`config.mk`:
```
export PLATFORM = sky130hd
export DESIGN_NAME = ffd_test_driver
export DESIGN_NICKNAME = d
export VERILOG_FILES = /design/src/rtl/ffd_test_driver.sv
export SDC_FILE = /design/constraint.sdc
export NUM_CORES = 1
export LEC_CHECK = 0
export CORE_MARGIN = 2
export CORE_UTILIZATION = 60
export DETAILED_ROUTE_END_ITERATION = 8
export DONT_BUFFER_PORTS = 1
export PLACE_DENSITY = 0.76
export SETUP_SLACK_MARGIN = 0.1
export SLEW_MARGIN = 20
export SYNTH_ARGS = -nofsm -noshare
export SYNTH_HDL_FRONTEND = slang
export SYNTH_SLANG_ARGS = --single-unit
```
`constraint.sdc`:
```
create_clock -name clk -period 2.3 [get_ports clk]
set_input_delay 0.46 -clock clk [delete_from_list [all_inputs] [get_ports clk]]
set_output_delay 0.46 -clock clk [all_outputs]
set_load 0.01 [all_outputs]
```
`src/rtl/ffd_test_driver.sv`:
```
// rtl/ffd_test_driver.sv - stimulus/compare driver for an evolved D flip-flop
//
// Applies NUM_VECTORS pseudo-random 2-bit stimulus vectors to a candidate
// flip-flop circuit. Each vector is held for SETTLE_CYCLES clocks. The
// synchronized response is then compared against a golden edge-triggered DFF
// model.
//
// Ports:
//   clk        - single clock, all state on rising edge
//   rst        - asynchronous active-high reset
//   start      - level-sampled run request (honoured in IDLE and DONE only)
//   dut_in     - stimulus, bit 0 = D, bit 1 = clock-like strobe
//   dut_out    - candidate response, asynchronous to clk
//   busy       - run in progress
//   done       - run finished, held until next run or reset
//   pass       - valid with done: no mismatches and at least one comparison
//   err_count  - saturating mismatch count
//   vec_index  - index of the vector currently applied

module ffd_test_driver #(
   parameter int SETTLE_CYCLES = 8,
   parameter int NUM_VECTORS   = 64,
   parameter int CNT_W         = 16
) (
   input  logic             clk,
   input  logic             rst,
   input  logic             start,
   output logic [1:0]       dut_in,
   input  logic             dut_out,
   output logic             busy,
   output logic             done,
   output logic             pass,
   output logic [CNT_W-1:0] err_count,
   output logic [CNT_W-1:0] vec_index
);

   localparam logic [2:0] IDLE   = 3'd0;
   localparam logic [2:0] APPLY  = 3'd1;
   localparam logic [2:0] SETTLE = 3'd2;
   localparam logic [2:0] SAMPLE = 3'd3;
   localparam logic [2:0] DONE   = 3'd4;

   localparam logic [7:0]  LFSR_SEED   = 8'hA5;
   localparam logic [7:0]  SETTLE_LOAD = 8'(SETTLE_CYCLES - 1);
   // The vector counter is kept at full range independent of CNT_W so a
   // narrow vec_index output cannot stop the run from terminating.
   localparam logic [15:0] LAST_VEC    = 16'(NUM_VECTORS - 1);

   logic [2:0]  state;
   logic [7:0]  lfsr;
   logic        lfsr_fb;
   logic [7:0]  settle_cnt;
   logic [15:0] vec_cnt;
   logic        exp_q;
   logic        armed;
   logic        prev_strobe;
   logic [1:0]  sync_q;

   // x^8 + x^6 + x^5 + x^4 + 1, shifting toward the MSB
   assign lfsr_fb = lfsr[7] ^ lfsr[5] ^ lfsr[4] ^ lfsr[3];

   always_ff @(posedge clk or posedge rst) begin
      if (rst) begin
         state       <= IDLE;
         lfsr        <= LFSR_SEED;
         settle_cnt  <= 8'd0;
         vec_cnt     <= 16'd0;
         exp_q       <= 1'b0;
         armed       <= 1'b0;
         prev_strobe <= 1'b0;
         sync_q      <= 2'b00;
         dut_in      <= 2'b00;
         err_count   <= '0;
      end else begin
         sync_q <= {sync_q[0], dut_out};
         case (state)
            IDLE, DONE: begin
               if (start) begin
                  state       <= APPLY;
                  lfsr        <= LFSR_SEED;
                  vec_cnt     <= 16'd0;
                  err_count   <= '0;
                  exp_q       <= 1'b0;
                  armed       <= 1'b0;
                  // dut_in may still hold a high strobe from the last run;
                  // the golden model treats each run as starting from low.
                  prev_strobe <= 1'b0;
               end
            end
            APPLY: begin
               dut_in <= lfsr[1:0];
               if (!prev_strobe && lfsr[1]) begin
                  exp_q <= lfsr[0];
                  armed <= 1'b1;
               end
               prev_strobe <= lfsr[1];
               settle_cnt  <= SETTLE_LOAD;
               state       <= SETTLE;
            end
            SETTLE: begin
               if (settle_cnt == 8'd0) begin
                  state <= SAMPLE;
               end else begin
                  settle_cnt <= settle_cnt - 8'd1;
               end
            end
            SAMPLE: begin
               if (armed && (sync_q[1] != exp_q) && (err_count != '1)) begin
                  err_count <= err_count + CNT_W'(1);
               end
               lfsr <= {lfsr[6:0], lfsr_fb};
               if (vec_cnt == LAST_VEC) begin
                  state <= DONE;
               end else begin
                  vec_cnt <= vec_cnt + 16'd1;
                  state   <= APPLY;
               end
            end
            default: state <= IDLE;
         endcase
      end
   end

   assign busy      = (state == APPLY) || (state == SETTLE) || (state == SAMPLE);
   assign done      = (state == DONE);
   assign pass      = done && (err_count == '0) && armed;
   assign vec_index = CNT_W'(vec_cnt);

endmodule

```
==> impl_metrics.json, run 1 <==
{
  "place_inst": 401,
  "netlist.area_leader.share_pct": 44.10,
  "initial_core_util_pct": 61.16,
  "critical_path.endpoint_type": "output port",
  "tightestPinTransition_ns": 0.4953,
  "core_area_sq_um": 5010,
  "yosys-top-cells-area": "sky130_fd_sc_hd__dfrtp_1 44%, sky130_fd_sc_hd__nand2_1 3.8%, sky130_fd_sc_hd__dfstp_2 3.4%",
  "hold_viol": 0,
  "clock_tree.root_cell": "sky130_fd_sc_hd__clkbuf_8",
  "combPwrFrac_pct": 34.6,
  "first_pass_grt_wire_length_um": 11300,
  "final_core_utilization_pct": 71.35,
  "critPathArrivalTime_ns": 1.75,
  "criticalPathCategory": "register to output port",
  "final_min_period_over_clock_period_pct": 96.21,
  "maximum_number_of_pins_on_one_net_before_global_route_repair": 44,
  "placement.io_buffers": 0,
  "avgRoutedWirePerCell_um": 17.12,
  "power.share.sequential_pct": 40.6,
  "layout.filler_cells": 392,
  "boundaryPins": 41,
  "share_of_final_layout_standard_cells_stronger_than_drive_strength_1_pct": 17.38,
  "run_status": "completed",
  "power-per-cell-area_nw_per_um2": 1057,
  "final_cell_count_no_fill": 421,
  "start_kind": "register",
  "layout_common_cells": "52 x sky130_fd_sc_hd__dfrtp_1, 31 x sky130_fd_sc_hd__nand2_1, 24 x sky130_fd_sc_hd__buf_4",
  "drc": 0,
  "gp_congestion": 0.8298,
  "netlist_instances": 321,
  "via_per_inst": 6.216,
  "grt_pass1_vias": 2486,
  "synth_top_area_cell": "sky130_fd_sc_hd__dfrtp_1",
  "swShare_pct": 38.24,
  "dieArea_sq_um": 5695,
  "combinational_family_with_the_most_area_after_synthesis": "simple AND/OR/NAND/NOR gates",
  "cts-buffers-inserted": 9,
  "cell_internal_pwr_mw": 2.333,
  "power.switching_mw": 1.444,
  "rsz0062_at_grt": "true",
  "insertedDiodeCount": 0,
  "clkSinkCount": 58,
  "static-leakage-power_nw": 1.614,
  "finalNetCount": 355,
  "dr.first_iter.drc_count": 175,
  "total_area_of_multi_input_combinational_cells_sq_um": 1530,
  "die_x_um": 75.47,
  "synth_compound_gate_area_share_pct": 18.17,
  "std_cell_rows": 26,
  "grt-ovfl-total": 0,
  "design_power_total_mw": 3.777,
  "drt.antenna.violating_nets": 0,
  "postSynthRegisterBits": 58,
  "worstPathMaxFanout": 6,
  "layout_min_cycle_time_ns": 2.213,
  "layout.area.seq_sq_um": 1459,
  "setup_violations": 0,
  "count_of_flip_flops_with_a_built_in_enable_after_synthesis": 0,
  "power.clock.fraction_pct": 24.7,
  "synth.lib_cells_used.distinct": 52,
  "synth_fa_ha_area_share_pct": 2.042,
  "worst_hold_slack_ns": 0.1495,
  "antenna_found_initial": 0,
  "fin_skew_ns": 0.005533,
  "slew_viol_final": 0,
  "worst_ep_required_time_ns": 1.84,
  "vdd_ir_drop_max_mv": 0.6844,
  "max-cap-violations": 0,
  "synth.cell_area_sq_um": 3064,
  "muxShareOfSynthArea_pct": 3.267,
  "timing.slew.headroom_pct": 66.67,
  "synthXorXnorAreaFrac_pct": 2.287,
  "synth_top_flop_cell": "sky130_fd_sc_hd__dfrtp_1",
  "timing.fmax_mhz": 451.9,
  "tritoncts_clock_tree": "done",
  "synthArstFlopShare_pct": 100.0,
  "fin_tns_setup_ns": 0,
  "most_common_cell_after_layout_fill_and_taps_aside": "sky130_fd_sc_hd__dfrtp_1",
  "detailed_route_via_count": 2617,
  "r2r_slack_ns": 0.19,
  "grt_usage_pct": 26.40,
  "routed_wirelength_um": 7208,
  "max-clock-path-buffers": 2,
  "flow.area_growth_from_synthesis_pct": 16.66,
  "synth.yosys.seq_area_share_pct": 47.53,
  "average_footprint_of_a_synthesized_cell_sq_um": 9.546,
  "insertion_delay_ns": 0.34,
  "number_of_warning_messages_in_the_yosys_log": 0,
  "hold_class": "input pin to register",
  "die_h_um": 75.47,
  "post_synth_and_or_nand_nor_area_fraction_pct": 22.58,
  "dpl.hpwl_um": 4889,
  "synthesis.nets": 330,
  "clk_pin_slew_worst_paths_ns": 0.07,
  "drtPass1Iterations": 4,
  "cts_htree_levels": 3
}
==> power by group through the flow <==
stage	clock network (mW)	logic, mW	registers [mW]
global placement	0	1.17	1.52
detailed placement	0	1.21	1.53
global route	0.985	1.44	1.57
floorplan	0	0.873	1.50
CTS	0.946	1.28	1.52
finish	0.934	1.31	1.54
==> stage by stage <==
stage                     worst slack [ns]  cell area [sq um]
final                              0.08717               3575
after global routing               0.05017               3575
after CTS                          0.09020               3558
after detailed placement            0.2427               3282
after global placement              0.2988               3282
after floorplan                     0.3402               3064
==> registers in the layout, indices dropped and copies added (netlist names) <==
signal	count
settle_cnt	8
dut_in	2
state	3
sync_q	2
err_count	16
lfsr	8
armed	1
prev_strobe	1
vec_index	16
exp_q	1
==> critical path, cell delays in order (launching register included) <==
cell and delay (ns):
sky130_fd_sc_hd__dfrtp_2 0.46, sky130_fd_sc_hd__or4_4 0.55, sky130_fd_sc_hd__nor4_4 0.24, sky130_fd_sc_hd__buf_4 0.16
==> timing repair <==
item	4_1_cts	5_1_grt
buffers inserted	3	0
pin swaps	2	2
hold buffers	1	0
hold endpoints to repair	13	0
setup endpoints to repair	1	8
resized for setup	12	5
==> Yosys cell counts (3+ instances only) <==
cell type and count:
sky130_fd_sc_hd__o22a_1 3, sky130_fd_sc_hd__ha_1 5, sky130_fd_sc_hd__o21ai_0 13, sky130_fd_sc_hd__nand2_1 31, sky130_fd_sc_hd__o21a_1 4, sky130_fd_sc_hd__nand3_1 16, sky130_fd_sc_hd__a31oi_1 8, sky130_fd_sc_hd__a22o_1 4
sky130_fd_sc_hd__o211ai_1 4, sky130_fd_sc_hd__clkbuf_1 9, sky130_fd_sc_hd__nor2_1 21, sky130_fd_sc_hd__nand4_1 8, sky130_fd_sc_hd__a211o_1 3, sky130_fd_sc_hd__dfrtp_1 54, sky130_fd_sc_hd__a2bb2oi_1 3, sky130_fd_sc_hd__a211oi_1 4
sky130_fd_sc_hd__nor3_1 7, sky130_fd_sc_hd__or3_1 6, sky130_fd_sc_hd__nand2b_1 4, sky130_fd_sc_hd__o31ai_1 4, sky130_fd_sc_hd__xnor2_1 6, sky130_fd_sc_hd__and4_1 3, sky130_fd_sc_hd__a21oi_1 15, sky130_fd_sc_hd__dfstp_2 4
sky130_fd_sc_hd__nor4_1 10, sky130_fd_sc_hd__inv_1 17, sky130_fd_sc_hd__and3_1 4, sky130_fd_sc_hd__or4_1 10, sky130_fd_sc_hd__mux2i_1 10
==> layout make-up <==
cell class | count | share of cell area, %
inverters | 17 | 1.925
repair buffers | 28 | 6.510
well taps | 70 | 2.450
multi-input cells | 232 | 42.81
clock buffers | 11 | 3.955
flip-flops and latches | 58 | 40.81
clock inverters | 5 | 1.540
==> routing by layer <==
layer	routed length (um)	up-vias	GRT usage [%]	share of wire, %
met5	0	-	0	0
met4	69	0	11.50	0.96
met3	426	9	6.349	5.9
met2	3607	77	43.67	50
met1	3104	1282	33.13	43
li1	-	1249	-	-
==> logic make-up (layout without fill, tap and decap cells) <==
logic type      Yosys count  after routing
fa+ha+maj                 5              5
xor+xnor                  8              8
mux                      10             10
compound gates           80             80
buf+inv                  31             61
flops                    58             58
simple gates            129            129
==> path summary, 6_finish.rpt <==
check / start / endpoint / depth (start not counted)
worst min-delay path: dut_out / sync_q[0] / 0
worst max register to register: state[1] / vec_index[15] / 4
worst max-delay path: err_count[3] / pass / 3
max in group asynchronous: rst / lfsr[7] / 3
worst min register to register: sync_q[0] / sync_q[1] / 0
min in group asynchronous: rst / err_count[8] / 2
(Power assumes the default switching activity.)
==> inputs of run 2 (changes only) <==
--- a/config.mk
+++ b/config.mk
@@ -7,6 +7,7 @@
 export LEC_CHECK = 0
 export CORE_MARGIN = 2
 export CORE_UTILIZATION = 60
+export CTS_CLUSTER_SIZE = 40
 export DETAILED_ROUTE_END_ITERATION = 8
 export DONT_BUFFER_PORTS = 1
 export PLACE_DENSITY = 0.76
==> results of run 2 <==
The final DEF is identical to that of run 1; final timing and power are the same.
==> inputs of run 3 (changes only) <==
--- a/config.mk
+++ b/config.mk
@@ -5,7 +5,7 @@
 export SDC_FILE = /design/constraint.sdc
 export NUM_CORES = 1
 export LEC_CHECK = 0
-export CORE_MARGIN = 2
+export CORE_ASPECT_RATIO = 0.7
 export CORE_UTILIZATION = 60
 export CTS_CLUSTER_SIZE = 40
 export DETAILED_ROUTE_END_ITERATION = 8
==> impl_metrics.json, run 3 (synthesized netlist as in run 1, its figures left out) <==
{
  "run_status": "completed",
  "dr.first_iter.drc_count": 180,
  "share_of_final_layout_standard_cells_stronger_than_drive_strength_1_pct": 17.68,
  "cts-buffers-inserted": 9,
  "power-per-cell-area_nw_per_um2": 1034,
  "power.switching_mw": 1.391,
  "antenna_found_initial": 0,
  "max-clock-path-buffers": 2,
  "insertedDiodeCount": 0,
  "via_per_inst": 6.300,
  "crit_chain": "or4_4 -> nor4_4 -> buf_4",
  "die_h_um": 61.79,
  "vdd_ir_drop_max_mv": 0.6721,
  "static-leakage-power_nw": 1.581,
  "combPwrFrac_pct": 35.1,
  "boundaryPins": 41,
  "timing.fmax_mhz": 458.3,
  "r2r_slack_ns": 0.20,
  "most_common_cell_after_layout_fill_and_taps_aside": "sky130_fd_sc_hd__dfrtp_1",
  "detailed_route_via_count": 2608,
  "final_min_period_over_clock_period_pct": 94.87,
  "drtPass1Iterations": 4,
  "max-cap-violations": 0,
  "clock_tree.root_cell": "sky130_fd_sc_hd__clkbuf_8",
  "swShare_pct": 38.32,
  "core_area_sq_um": 4835,
  "power.share.sequential_pct": 42.5,
  "maximum_number_of_pins_on_one_net_before_global_route_repair": 59,
  "worst_hold_slack_ns": 0.07030,
  "power.clock.fraction_pct": 22.4,
  "placement.io_buffers": 0,
  "flow.area_growth_from_synthesis_pct": 14.58,
  "hold_class": "input pin to asynchronous set/reset pin",
  "fin_tns_setup_ns": 0,
  "criticalPathCategory": "register to output port",
  "routed_wirelength_um": 7259,
  "first_pass_grt_wire_length_um": 11710,
  "grt-ovfl-total": 0,
  "fin_skew_ns": 0.007476,
  "insertion_delay_ns": 0.33,
  "worst_ep_required_time_ns": 1.84,
  "layout_common_cells": "48 x sky130_fd_sc_hd__dfrtp_1, 31 x sky130_fd_sc_hd__nand2_1, 21 x sky130_fd_sc_hd__nor2_1",
  "worstPathMaxFanout": 6,
  "setup_violations": 0,
  "cts_htree_levels": 3,
  "std_cell_rows": 21,
  "hold_viol": 0,
  "clk_pin_slew_worst_paths_ns": 0.06,
  "tritoncts_clock_tree": "done",
  "drt.antenna.violating_nets": 0,
  "tightestPinTransition_ns": 0.5273,
  "die_x_um": 87.42,
  "cp_slowest_stage_delay_ns": 0.57,
  "timing.slew.headroom_pct": 64.64,
  "layout_min_cycle_time_ns": 2.182,
  "slowest_stage_cell_cp": "sky130_fd_sc_hd__or4_4",
  "cell_internal_pwr_mw": 2.240,
  "rsz0062_at_grt": "true",
  "critical_path.endpoint_type": "output port",
  "drc": 0,
  "initial_core_util_pct": 63.38,
  "grt_pass1_vias": 2431,
  "grt_usage_pct": 29.38,
  "slew_viol_final": 0,
  "gp_congestion": 0.8847,
  "layout.filler_cells": 343,
  "avgRoutedWirePerCell_um": 17.53,
  "critPathArrivalTime_ns": 1.72,
  "finalNetCount": 350,
  "clkSinkCount": 58,
  "start_kind": "register",
  "dpl.hpwl_um": 4983,
  "dieArea_sq_um": 5401
}
run 3: cell types whose count changed in the layout (fill, tap and decap cells not counted), sizes merged:
cell         before  now
dlygate4sd3       1    0
bufinv            1    0
clkbuf           11   13
buf              27   22
clkinv            2    3
clkinvlp          2    0
run 3: worst max-delay path: cells and delay by family, from the launching register on:
family	cells	cell delay (ns)
buf+inv	1	0.15
simple gates	2	0.78
flops	1	0.47
run 3: timing repair:
item	4_1_cts	5_1_grt
hold buffers	0	0
setup buffers	1	1
resized for setup	9	10
endpoints found under the setup margin	1	17
pin swaps	1	2
run 3: area by class of cell:
cell class	instances	area, sq um	area share [%]
clock buffers	12	155.1	4.419
clock inverters	3	15.01	0.4277
inverters	17	66.31	1.889
multi-input cells	232	1538	43.80
flip-flops and latches	58	1464	41.70
well taps	69	86.33	2.459
repair buffers	23	186.4	5.310
run 3: final timing paths:
kind                                    start  cells past startpoint       endpoint
worst max-delay path            err_count[12]                      3           pass
worst min-delay path                      rst                      2          exp_q
worst max register to register   err_count[0]                      5  err_count[14]
worst min register to register      sync_q[0]                      0      sync_q[1]
max in group asynchronous                 rst                      2        lfsr[7]
min in group clk                      dut_out                      0      sync_q[0]
run 3: stage by stage:
| step | cells | area (sq um) | total power, mW | setup WS, ns | util [%] |
|---|---|---|---|---|---|
| floorplan | 321 | 3064 | 2.370 | 0.3402 | - |
| global placement | 397 | 3258 | 2.704 | 0.2431 | 67.39 |
| detailed placement | 397 | 3258 | 2.754 | 0.1688 | 67.39 |
| CTS | 413 | 3470 | 3.621 | 0.1154 | 71.77 |
| global route | 414 | 3511 | 3.893 | 0.05160 | 72.62 |
| finish | 414 | 3511 | 3.631 | 0.1181 | 72.62 |
run 3: per-layer routing:
layer	GRT usage [%]	share of wire (%)
met5	0	0
met4	7.494	1.1
met3	11.76	7.5
met2	43.08	44
met1	40.99	48
run 3: power groups by stage:
stage	Clock, mW	Combinational [mW]	Sequential (mW)
after floorplan	0	0.873	1.50
after global placement	0	1.17	1.53
after detailed placement	0	1.21	1.54
after CTS	0.834	1.26	1.53
after global routing	0.887	1.42	1.58
final	0.813	1.27	1.54
